<file path="config.mk">
export PLATFORM = sky130hd
export DESIGN_NAME = imem_loader
export DESIGN_NICKNAME = d
export VERILOG_FILES = /design/src/rtl/imem_loader.sv
export SDC_FILE = /design/constraint.sdc
export NUM_CORES = 1
export LEC_CHECK = 0
export CAP_MARGIN = 20
export CORE_MARGIN = 3
export CORE_UTILIZATION = 57
export DETAILED_ROUTE_END_ITERATION = 10
export DONT_BUFFER_PORTS = 1
export GPL_TIMING_DRIVEN = 0
export HOLD_SLACK_MARGIN = 0.12
export PLACE_DENSITY = 0.75
export SLEW_MARGIN = 25
export SYNTH_ARGS = -nofsm -noshare
export SYNTH_HDL_FRONTEND = slang
export SYNTH_SLANG_ARGS = --single-unit
</file>
<file path="constraint.sdc">
create_clock -name clk -period 2.4 [get_ports clk]
set_clock_uncertainty 0.1 [all_clocks]
set_input_delay 0.24 -clock clk [delete_from_list [all_inputs] [get_ports clk]]
set_output_delay 0.24 -clock clk [all_outputs]
set_load 0.1 [all_outputs]
</file>
<file path="src/rtl/imem_loader.sv">
// Instruction-memory loader: byte stream -> little-endian 32-bit words written from word 0.
// Define IMEM_LOADER_CHECKSUM_EN to require a trailing XOR checksum byte after the image.
module imem_loader #(
    parameter int unsigned NUM_INSTR = 32,
    parameter int unsigned ADDR_W    = 32
) (
    input  logic              clk,
    input  logic              n_rst,
    input  logic              start,
    input  logic [7:0]        byte_in,
    input  logic              byte_valid,
    output logic              byte_ready,
    output logic              wr_en,
    output logic [ADDR_W-1:0] wr_addr,
    output logic [31:0]       wr_data,
    output logic              core_rst_n,
    output logic              busy,
    output logic              done,
    output logic              err
);

`ifdef IMEM_LOADER_CHECKSUM_EN
    typedef enum logic [2:0] {StIdle, StCount, StData, StWrite, StCheck, StDone, StErr} state_e;
    logic [7:0] csum_q;
`else
    typedef enum logic [2:0] {StIdle, StCount, StData, StWrite, StDone, StErr} state_e;
`endif

    state_e     state_q;
    logic [7:0] count_q;
    logic [7:0] word_idx_q;
    logic [1:0] byte_idx_q;
    logic       accept;
    logic       last_word;

    assign accept    = byte_valid & byte_ready;
    assign last_word = (word_idx_q + 8'd1) == count_q;

    always_ff @(posedge clk or negedge n_rst) begin
        if (!n_rst) begin
            state_q    <= StIdle;
            count_q    <= 8'd0;
            word_idx_q <= 8'd0;
            byte_idx_q <= 2'd0;
`ifdef IMEM_LOADER_CHECKSUM_EN
            csum_q     <= 8'd0;
`endif
            byte_ready <= 1'b0;
            wr_en      <= 1'b0;
            wr_addr    <= '0;
            wr_data    <= 32'd0;
            core_rst_n <= 1'b1;
            busy       <= 1'b0;
            done       <= 1'b0;
            err        <= 1'b0;
        end else begin
            case (state_q)
                // A start from ERR is treated exactly like a start from IDLE.
                StIdle, StErr: begin
                    if (start) begin
                        state_q    <= StCount;
                        err        <= 1'b0;
                        word_idx_q <= 8'd0;
                        byte_idx_q <= 2'd0;
`ifdef IMEM_LOADER_CHECKSUM_EN
                        csum_q     <= 8'd0;
`endif
                        byte_ready <= 1'b1;
                        busy       <= 1'b1;
                        core_rst_n <= 1'b0;
                    end
                end
                StCount: begin
                    if (accept) begin
                        if (byte_in == 8'd0 || 32'(byte_in) > NUM_INSTR) begin
                            state_q    <= StErr;
                            err        <= 1'b1;
                            busy       <= 1'b0;
                            byte_ready <= 1'b0;
                        end else begin
                            count_q <= byte_in;
                            state_q <= StData;
                        end
                    end
                end
                StData: begin
                    if (accept) begin
                        wr_data[{byte_idx_q, 3'b000} +: 8] <= byte_in;
                        byte_idx_q <= byte_idx_q + 2'd1;
`ifdef IMEM_LOADER_CHECKSUM_EN
                        csum_q     <= csum_q ^ byte_in;
`endif
                        if (byte_idx_q == 2'd3) begin
                            state_q    <= StWrite;
                            byte_ready <= 1'b0;
                            wr_en      <= 1'b1;
                            wr_addr    <= ADDR_W'({word_idx_q, 2'b00});
                        end
                    end
                end
                StWrite: begin
                    wr_en      <= 1'b0;
                    word_idx_q <= word_idx_q + 8'd1;
                    if (last_word) begin
`ifdef IMEM_LOADER_CHECKSUM_EN
                        state_q    <= StCheck;
                        byte_ready <= 1'b1;
`else
                        state_q    <= StDone;
                        done       <= 1'b1;
                        core_rst_n <= 1'b1;
                        busy       <= 1'b0;
`endif
                    end else begin
                        state_q    <= StData;
                        byte_ready <= 1'b1;
                    end
                end
`ifdef IMEM_LOADER_CHECKSUM_EN
                // Memory is already written; a bad checksum keeps the core held in reset.
                StCheck: begin
                    if (accept) begin
                        byte_ready <= 1'b0;
                        busy       <= 1'b0;
                        if (byte_in == csum_q) begin
                            state_q    <= StDone;
                            done       <= 1'b1;
                            core_rst_n <= 1'b1;
                        end else begin
                            state_q <= StErr;
                            err     <= 1'b1;
                        end
                    end
                end
`endif
                StDone: begin
                    done    <= 1'b0;
                    state_q <= StIdle;
                end
                default: state_q <= StIdle;
            endcase
        end
    end

endmodule
</file>
==> out/summary.txt <==
hold path start: byte_valid
Slew @ Worst Pin: 0.977 ns
synth unique cells: 39
Ant. Diodes: 0
CP max FO: 8
layout cells sized above 1: 0.194
cts bufs inserted: 9
total wire length: 7840 um
Die Width: 82.1 um
CTS Sinks: 67
WHS: 0.150 ns
Routed WL per cell: 16.5 um
status: finished clean
clock slew at reported path FFs: 0.08 ns
worst setup path startpoint: byte_idx_q[0]
worst min path class: input pin to flip-flop
async set-reset flop share out of synthesis: 1.00
post-layout util: 0.704
Area Overhead vs Synth: 18.2%
Post-DP HPWL: 4960 um
synth warn: 0
initial core utilization: 0.595
pwr dens: 574 mW/mm^2
Primary FF master, synth: dfrtp_1
fmax: 426 MHz
CTS H-tree depth: 3
Setup crit start kind: flip-flop
Rows: 27
area share of fa/ha/maj cells after synthesis: 0.0266
register bit total from synthesis: 67
EDFF count, synth: 0
Setup TNS: 0 ns
core area: 0.00554 mm^2
placer congestion estimate: 0.835
final period utilization: 0.979
fin crit period: 2.35 ns
RSZ-0062 raised after global routing: true
Nets: 416
Mapped Cells: 346
Post-Synth Simple-Gate Area: 0.173
DRT iter0 DRCs: 138
main combinational cell family by area after synthesis: simple AND/OR/NAND/NOR gates
chip height: 82.1 um
Worst Path Required: 2.58 ns
Mapped Area: 0.00330 mm^2
mux contribution to synthesized area: 0.0569
r2r startpoint: byte_idx_q[0]
clk_lat worst skew: 0.36 ns
Initial DRT Pass Iterations: 4
slew margin rel.: 0.347
# port buffers: 0
Max Buffers Root-to-Sink: 2
Synth Area in Compound Gates: 0.124
Max Transition Viols Final: 0
crit end category: flip-flop
sequential share of the synthesized area: 0.509
Leak: 1.83 nW
max cap viols: 0
vias in the first global route: 2578
largest net degree at the start of global routing: 68
Hold Vio Cnt, Final: 0
vias: 2565
gr ovfl total: 0
synthesized area per cell: 9.53 um^2
io pins: 82
Synth Area in XOR/XNOR: 0.0292
CTS Root Cell: clkbuf_8
DR vias/cell: 5.41
kind of critical path: flip-flop to flip-flop
final worst setup slack: 0.0503 ns
residual DRC count: 0
CTS tree: built
final antenna-violating net count: 0
Power, Total: 2.24 mW
Final setup viols: 0
Die Footprint: 0.00673 mm^2
Place WS: -0.461 ns
Max VDD drop: 444 uV
first-pass GRT wire length: 13000 um
Data arrival, critical path: 2.53 ns
Global Route Usage Sum: 0.262
initial antenna violation count: 0
-- layout by cell type (no fill, tap or decap), types with 2 or more instances in the layout --
master and instances:
a21oi_1 4, mux2i_1 3, nand3_1 6, dlygate4sd3_1 11, o41ai_1 2, inv_1 7
nor3_1 5, clkbuf_1 8, and2_1 3, buf_6 3, xnor2_1 8, clkbuf_8 9
dfrtp_2 2, clkinvlp_4 4, nor2b_1 3, buf_4 28, a31oi_1 2, o21ai_0 49
xor2_1 3, conb_1 24, nor3b_1 3, o31ai_1 5, nand2b_1 7, mux2_2 14
nand2_1 80, dfrtp_1 63, or4_1 2, nor2_1 10, ha_1 6, buf_2 3
-- worst max-delay path, cell delays in order, from the launching register on --
cell and delay (ns):
dfrtp_1 0.50, inv_1 0.17, ha_1 0.38, nor3b_1 0.82
nand2_1 0.12, o21ai_0 0.17
-- per-layer routing --
layer | GRT usage | vias up | routed length (um)
met5 | 0 | - | 0
met4 | 0.121 | 0 | 182
met3 | 0.0888 | 17 | 605
met2 | 0.421 | 81 | 3860
met1 | 0.316 | 1230 | 3190
li1 | - | 1237 | -
-- power by group --
part | total [mW] | leakage, nW | switching, mW | internal, mW
sequential | 1.13 | 0.873 | 0 | 1.13
combinational | 0.257 | 0.882 | 0.209 | 0.0474
clock | 0.856 | 0.0779 | 0.479 | 0.377
-- final timing paths --
path / to / slack (ns) / depth (start not counted)
worst max-delay path: wr_data[0] / 0.05 / 5
worst min-delay path: state_q[1] / 0.15 / 3
worst max register to register: wr_data[0] / 0.05 / 5
worst min register to register: count_q[6] / 0.42 / 1
max in group asynchronous: core_rst_n / 1.57 / 2
min in group asynchronous: state_q[1] / 0.35 / 2
-- flip-flops by register name, summed over array words and instances, names as in the netlist, 2 cells and up --
name / cells
byte_idx_q: 2
state_q: 3
wr_data: 32
wr_addr: 8
count_q: 8
word_idx_q: 8
-- Yosys cell counts (2+ instances only) --
cell type,instances,area share
buf_4,24,0.055
or4_1,3,0.0068
xor2_1,3,0.0080
o31ai_1,5,0.011
mux2_2,14,0.048
ha_1,7,0.027
a31oi_1,2,0.0038
nand3_1,8,0.012
nor2_1,11,0.013
and2_1,3,0.0057
o21ai_0,49,0.074
nor3_1,6,0.0091
o41ai_1,2,0.0053
dfrtp_1,66,0.50
nor2b_1,3,0.0057
inv_1,7,0.0080
nor3b_1,4,0.0091
mux2i_1,3,0.0091
xnor2_1,8,0.021
a21oi_1,4,0.0061
clkbuf_1,8,0.0091
buf_2,4,0.0061
nand2_1,80,0.091
nand2b_1,7,0.013
-- repair_timing --
action                                 CTS  global route
gates resized for setup                  6            12
gates cloned                             0             0
setup endpoints to repair               44            43
endpoints found under the hold margin  107             0
pin swaps                                0             3
hold buffers                            12             0
buffers inserted                         3             2
-- final cells by class --
class                   count  area [um^2]
repair buffers             17          179
flip-flops and latches     67         1680
fillers                   437         1640
clock inverters             7         52.6
well taps                  72         90.1
inverters                   7         26.3
multi-input cells         258         1500
clock buffers               9          124
plain buffers              37          248
-- stage by stage --
stage / instance area (um^2) / cells
2_1_floorplan: 3390 / 369
3_3_place_gp: 3480 / 441
3_5_place_dp: 3480 / 441
4_1_cts: 3830 / 472
5_1_grt: 3900 / 474
6_report: 3900 / 474
-- logic make-up (layout without fill, tap and decap cells) --
logic type,Yosys count,count (layout)
AO/OA/AOI/OAI,71,71
AND/OR/NAND/NOR,128,128
flip-flops,67,67
other,1,24
adder cells (fa/ha/maj),7,7
buffers and inverters,44,77
XOR/XNOR,11,11
multiplexers,17,17
Note: power is estimated with default switching activity, not from simulation.
